$ cat src/rtl/exception_sequencer.sv
// -----------------------------------------------------------------------------
// exception_sequencer
//
// Multicycle exception-entry controller that sits beside the main control FSM.
// On an invalid-opcode, overflow or divide-by-zero event it saves EPC, steers
// the memory address mux to the matching fixed vector (NoOp 253, Overflow 254,
// Div0 255), waits out the memory read latency and finally loads PC with the
// zero-extended vector byte. While busy is high its src_add_mem overrides the
// main FSM's select.
//
// Parameters:
//   MEM_LATENCY  cycles from a stable address to valid mem_data_out (1..15)
//   PC_INC       amount subtracted from the captured PC to form EPC
//
// Ports:
//   clk           system clock, rising edge
//   reset         synchronous, active-high reset
//   exc_noop      invalid opcode detected (level, sampled in IDLE)
//   exc_overflow  ALU overflow detected
//   exc_div0      division by zero detected
//   pc_cur        current (already incremented) PC
//   mem_data_out  memory read data
//   src_add_mem   address-source select: 000 PC, 010 NoOp, 011 Ovf, 100 Div0
//   busy          sequencer owns the address select and PC/EPC writes
//   epc_write     one-cycle EPC write strobe
//   epc_value     EPC data (hold value when strobe is low)
//   pc_write      one-cycle PC write strobe
//   pc_value      new PC data (hold value when strobe is low)
//   exc_cause     latched cause: 0 none, 1 NoOp, 2 Overflow, 3 Div0
//   done          one-cycle completion pulse
// -----------------------------------------------------------------------------
module exception_sequencer #(
    parameter int          MEM_LATENCY = 2,
    parameter int unsigned PC_INC      = 4
) (
    input  logic        clk,
    input  logic        reset,
    input  logic        exc_noop,
    input  logic        exc_overflow,
    input  logic        exc_div0,
    input  logic [31:0] pc_cur,
    input  logic [31:0] mem_data_out,
    output logic [2:0]  src_add_mem,
    output logic        busy,
    output logic        epc_write,
    output logic [31:0] epc_value,
    output logic        pc_write,
    output logic [31:0] pc_value,
    output logic [1:0]  exc_cause,
    output logic        done
);

    typedef enum logic [2:0] {
        S_IDLE,
        S_CAPTURE,
        S_WAIT,
        S_LOAD,
        S_DONE
    } state_t;

    localparam logic [1:0] CAUSE_NONE = 2'd0;
    localparam logic [1:0] CAUSE_NOOP = 2'd1;
    localparam logic [1:0] CAUSE_OVF  = 2'd2;
    localparam logic [1:0] CAUSE_DIV0 = 2'd3;

    localparam logic [2:0] SRC_PC   = 3'b000;
    localparam logic [2:0] SRC_NOOP = 3'b010;
    localparam logic [2:0] SRC_OVF  = 3'b011;
    localparam logic [2:0] SRC_DIV0 = 3'b100;

    // WAIT leaves on the cycle the counter reads zero, so loading
    // MEM_LATENCY-1 gives exactly MEM_LATENCY WAIT cycles.
    localparam logic [3:0] CNT_LOAD = 4'(MEM_LATENCY - 1);

    state_t      state_reg, state_next;
    logic [1:0]  cause_reg, cause_next;
    logic [31:0] pc_lat_reg, pc_lat_next;
    logic [3:0]  cnt_reg, cnt_next;
    logic [31:0] epc_value_reg;
    logic [31:0] pc_value_reg;
    logic [2:0]  vector_code;
    logic        any_exc;

    // Only the low byte of the vector word is used as the new PC.
    logic unused_mem_bits;
    assign unused_mem_bits = ^mem_data_out[31:8];

    assign any_exc = exc_noop | exc_overflow | exc_div0;

    always_comb begin
        unique case (cause_reg)
            CAUSE_NOOP: vector_code = SRC_NOOP;
            CAUSE_OVF:  vector_code = SRC_OVF;
            CAUSE_DIV0: vector_code = SRC_DIV0;
            default:    vector_code = SRC_PC;
        endcase
    end

    // Next-state and Moore outputs
    always_comb begin
        state_next  = state_reg;
        cause_next  = cause_reg;
        pc_lat_next = pc_lat_reg;
        cnt_next    = cnt_reg;
        busy        = 1'b0;
        src_add_mem = SRC_PC;
        epc_write   = 1'b0;
        pc_write    = 1'b0;
        done        = 1'b0;

        case (state_reg)
            S_IDLE: begin
                if (any_exc) begin
                    // Div0 > Overflow > NoOp when several fire together.
                    if (exc_div0) begin
                        cause_next = CAUSE_DIV0;
                    end else if (exc_overflow) begin
                        cause_next = CAUSE_OVF;
                    end else begin
                        cause_next = CAUSE_NOOP;
                    end
                    pc_lat_next = pc_cur;
                    state_next  = S_CAPTURE;
                end
            end
            S_CAPTURE: begin
                busy        = 1'b1;
                src_add_mem = vector_code;
                epc_write   = 1'b1;
                cnt_next    = CNT_LOAD;
                state_next  = S_WAIT;
            end
            S_WAIT: begin
                busy        = 1'b1;
                src_add_mem = vector_code;
                if (cnt_reg == 4'd0) begin
                    state_next = S_LOAD;
                end else begin
                    cnt_next = cnt_reg - 4'd1;
                end
            end
            S_LOAD: begin
                busy        = 1'b1;
                src_add_mem = vector_code;
                pc_write    = 1'b1;
                state_next  = S_DONE;
            end
            S_DONE: begin
                done       = 1'b1;
                state_next = S_IDLE;
            end
            default: begin
                state_next = S_IDLE;
            end
        endcase
    end

    always_ff @(posedge clk) begin
        if (reset) begin
            state_reg     <= S_IDLE;
            cause_reg     <= CAUSE_NONE;
            pc_lat_reg    <= 32'd0;
            cnt_reg       <= 4'd0;
            epc_value_reg <= 32'd0;
            pc_value_reg  <= 32'd0;
        end else begin
            state_reg  <= state_next;
            cause_reg  <= cause_next;
            pc_lat_reg <= pc_lat_next;
            cnt_reg    <= cnt_next;
            // EPC is registered on entry so it is already valid in CAPTURE.
            if (state_reg == S_IDLE && state_next == S_CAPTURE) begin
                epc_value_reg <= pc_lat_next - 32'(PC_INC);
            end
            // The last WAIT cycle is MEM_LATENCY cycles after the vector
            // address first appeared, so the read data is valid here.
            if (state_reg == S_WAIT && cnt_reg == 4'd0) begin
                pc_value_reg <= {24'd0, mem_data_out[7:0]};
            end
        end
    end

    assign epc_value = epc_value_reg;
    assign pc_value  = pc_value_reg;
    assign exc_cause = cause_reg;

endmodule

$ cat config.mk
export PLATFORM = sky130hd
export DESIGN_NAME = exception_sequencer
export DESIGN_NICKNAME = d
export VERILOG_FILES = /design/src/rtl/exception_sequencer.sv
export SDC_FILE = /design/constraint.sdc
export NUM_CORES = 1
export LEC_CHECK = 0
export CORE_MARGIN = 4
export CORE_UTILIZATION = 39
export DETAILED_ROUTE_END_ITERATION = 10
export DONT_BUFFER_PORTS = 1
export GPL_TIMING_DRIVEN = 1
export SLEW_MARGIN = 20
export SYNTH_ARGS = -nofsm -noshare
export SYNTH_HDL_FRONTEND = slang
export SYNTH_SLANG_ARGS = --single-unit
$ cat constraint.sdc
create_clock -name clk -period 4.15 [get_ports clk]
set_input_delay 0.83 -clock clk [delete_from_list [all_inputs] [get_ports clk]]
set_output_delay 0.83 -clock clk [all_outputs]
set_load 0.02 [all_outputs]
==> summary.txt <==
critical path type: in2reg
Post-synth EDFFs: 0
die footprint: 10,500 µm²
most common cell after layout, fill and taps aside: dfxtp_1
cell taking the most area after synthesis: dfxtp_1
P_leak: 1.34 nW
Final WS setup: 1.23 ns
die height: 102 µm
Setup crit end kind: flop
Yosys reg bits: 68
n_diodes: 0
Syn Std Cell Area: 3470 µm²
Syn. warnings: 0
area occupied by multi-input gates: 1860 µm²
Hold Crit Class: reg2reg
dpl cell area: 3410 µm²
GRT Total Usage: 16.2%
CP max FO: 9
H-tree lvl count: 3
layout cell share with drive strength beyond 1: 7.84%
Post-DP HPWL: 5970 µm
Tmin final: 2.92 ns
asr flop ratio synth: 0%
Final Setup Violations: 0
Pre-Repair DR Iteration Count: 4
Initial Util: 39.9%
Final period util: 70.5%
final instance area: 3660 µm²
post-CTS setup buffer count: 0
count of final max-slew check failures: 0
Synth-to-Final Area Change: 5.49%
row count: 34
largest net degree at the start of global routing: 69
Core ar.: 8680 µm²
Remaining DRCs: 0
aggregate global routing overflow: 0
clock buffer depth: 2
Synth area leaders: dfxtp_1, nand2_1, buf_4
placed insts: 500
Synth top area share: 39.3%
Mapped Cells: 420
max reg flops: 32
Seq. cell area: 1360 µm²
first-pass GRT wire length: 13,300 µm
RSZ-0062 raised after global routing: false
setup TNS: 0 ns
worst skew pair latency: 0.35 ns
fill count: 879
synth unique cells: 45
final core utilization: 42.1%
Via-to-Cell Ratio: 5.55
Syn Area/Cell: 8.25 µm²
CTS tree: done
RD Place Congestion: 0.790
total power: 2.78 mW
FF-to-FF path depth: 7
sequential area share after synthesis: 39.3%
critical path arrival: 3.18 ns
I/O pins: 142
worst slew pin tran: 0.738 ns
Max Cap Viol: 0
vias in the first global route: 2,664
Finished Layout Cells: 516
Die Wd: 102 µm
WL per Instance: 16.2 µm
Critical Path Source Type: input pin
clock sinks: 68
ANT nets after route: 0
PortBufs: 0
hold path depth: 2
Main synth FF type: dfxtp_1
outcome: complete, no violations
Worst EP required: 4.40 ns
total detailed-routing wirelength: 8380 µm
Fin Clk Skew: 0.00867 ns
peak supply drop: 0.355 mV
Post-CTS Resized: 0
root buffer cell: clkbuf_8
Setup WS pre-CTS: 0.903 ns
Fmax achieved: 342 MHz
total number of vias: 2,865
slew margin rel.: 50.4%
Power Density: 761 nW/µm²
Hold WS: 0.451 ns
Nets: 477
Num CTS Buffers: 9
Hold-fix buffers, CTS: 0
initial antenna violation count: 0
clock-pin slew on the worst setup and hold paths: 0.07 ns
commonest non-fill, non-tap cells in the layout: dfxtp_1, nand2_1, nor2_1
1st-iter DRT viols: 106
Final Hold Fails: 0
==> final timing paths <==
kind                                   from                         end  slack (ns)
hold reg to reg   pc_lat_reg[13]$_SDFF_PP0_   pc_lat_reg[13]$_SDFF_PP0_        0.45
setup reg to reg    state_reg[0]$_SDFF_PP0_  epc_value[27]$_SDFFE_PP0P_        1.34
setup / recovery                   exc_noop  epc_value[16]$_SDFFE_PP0P_        1.23
hold / removal    pc_lat_reg[13]$_SDFF_PP0_   pc_lat_reg[13]$_SDFF_PP0_        0.45
==> power by group <==
part / internal [mW] / switching, mW / leakage, nW
clock network: 0.400 / 0.259 / 0.117
logic: 0.338 / 0.592 / 0.663
registers: 0.867 / 0.325 / 0.561
==> critical path: stages <==
cell and delay, ns:
or3_1 0.47, nand2_1 0.21, mux2i_1 0.29, ha_1 0.28, o21ai_1 0.29, or4_1 0.56, a311oi_1 0.26
==> layer usage <==
metal	part of all wire [%]	GRT usage [%]
met4	1.4	6.86
met1	44	21.0
met5	0	0
met3	9.2	5.53
met2	45	24.7
==> cell families (layout without fill, tap and decap cells) <==
| family | count (synthesis) | after routing | synth area share [%] |
|---|---|---|---|
| fa+ha+maj | 5 | 5 | 1.81 |
| other cells | 1 | 24 | 0.108 |
| mux | 11 | 11 | 3.29 |
| compound gates | 82 | 82 | 16.2 |
| simple gates | 181 | 181 | 26.8 |
| buf+inv | 61 | 26 | 9.71 |
| flops | 68 | 68 | 39.3 |
| xor+xnor | 11 | 11 | 2.78 |
==> area by class of cell <==
type | instances | area share [%]
tap | 108 | 3.70
multi-input combinational | 314 | 51.0
timing repair buffer | 5 | 1.03
sequential | 68 | 37.2
clock buffer | 10 | 3.49
inverter | 5 | 0.513
clock inverter | 6 | 3.05
==> synth_stat cells (6+ instances only) <==
cell and count:
a211oi_1 14, nor4_1 10, or4_1 14, o21ai_1 8
nor3_1 15, dfxtp_1 68, a311oi_1 14, nand2_1 49
clkbuf_1 27, nor2_1 48, xnor2_1 6, or3_1 14
a21oi_1 24, o31ai_1 10, mux2i_1 10, buf_4 24
Power figures use the tool's default switching activity.
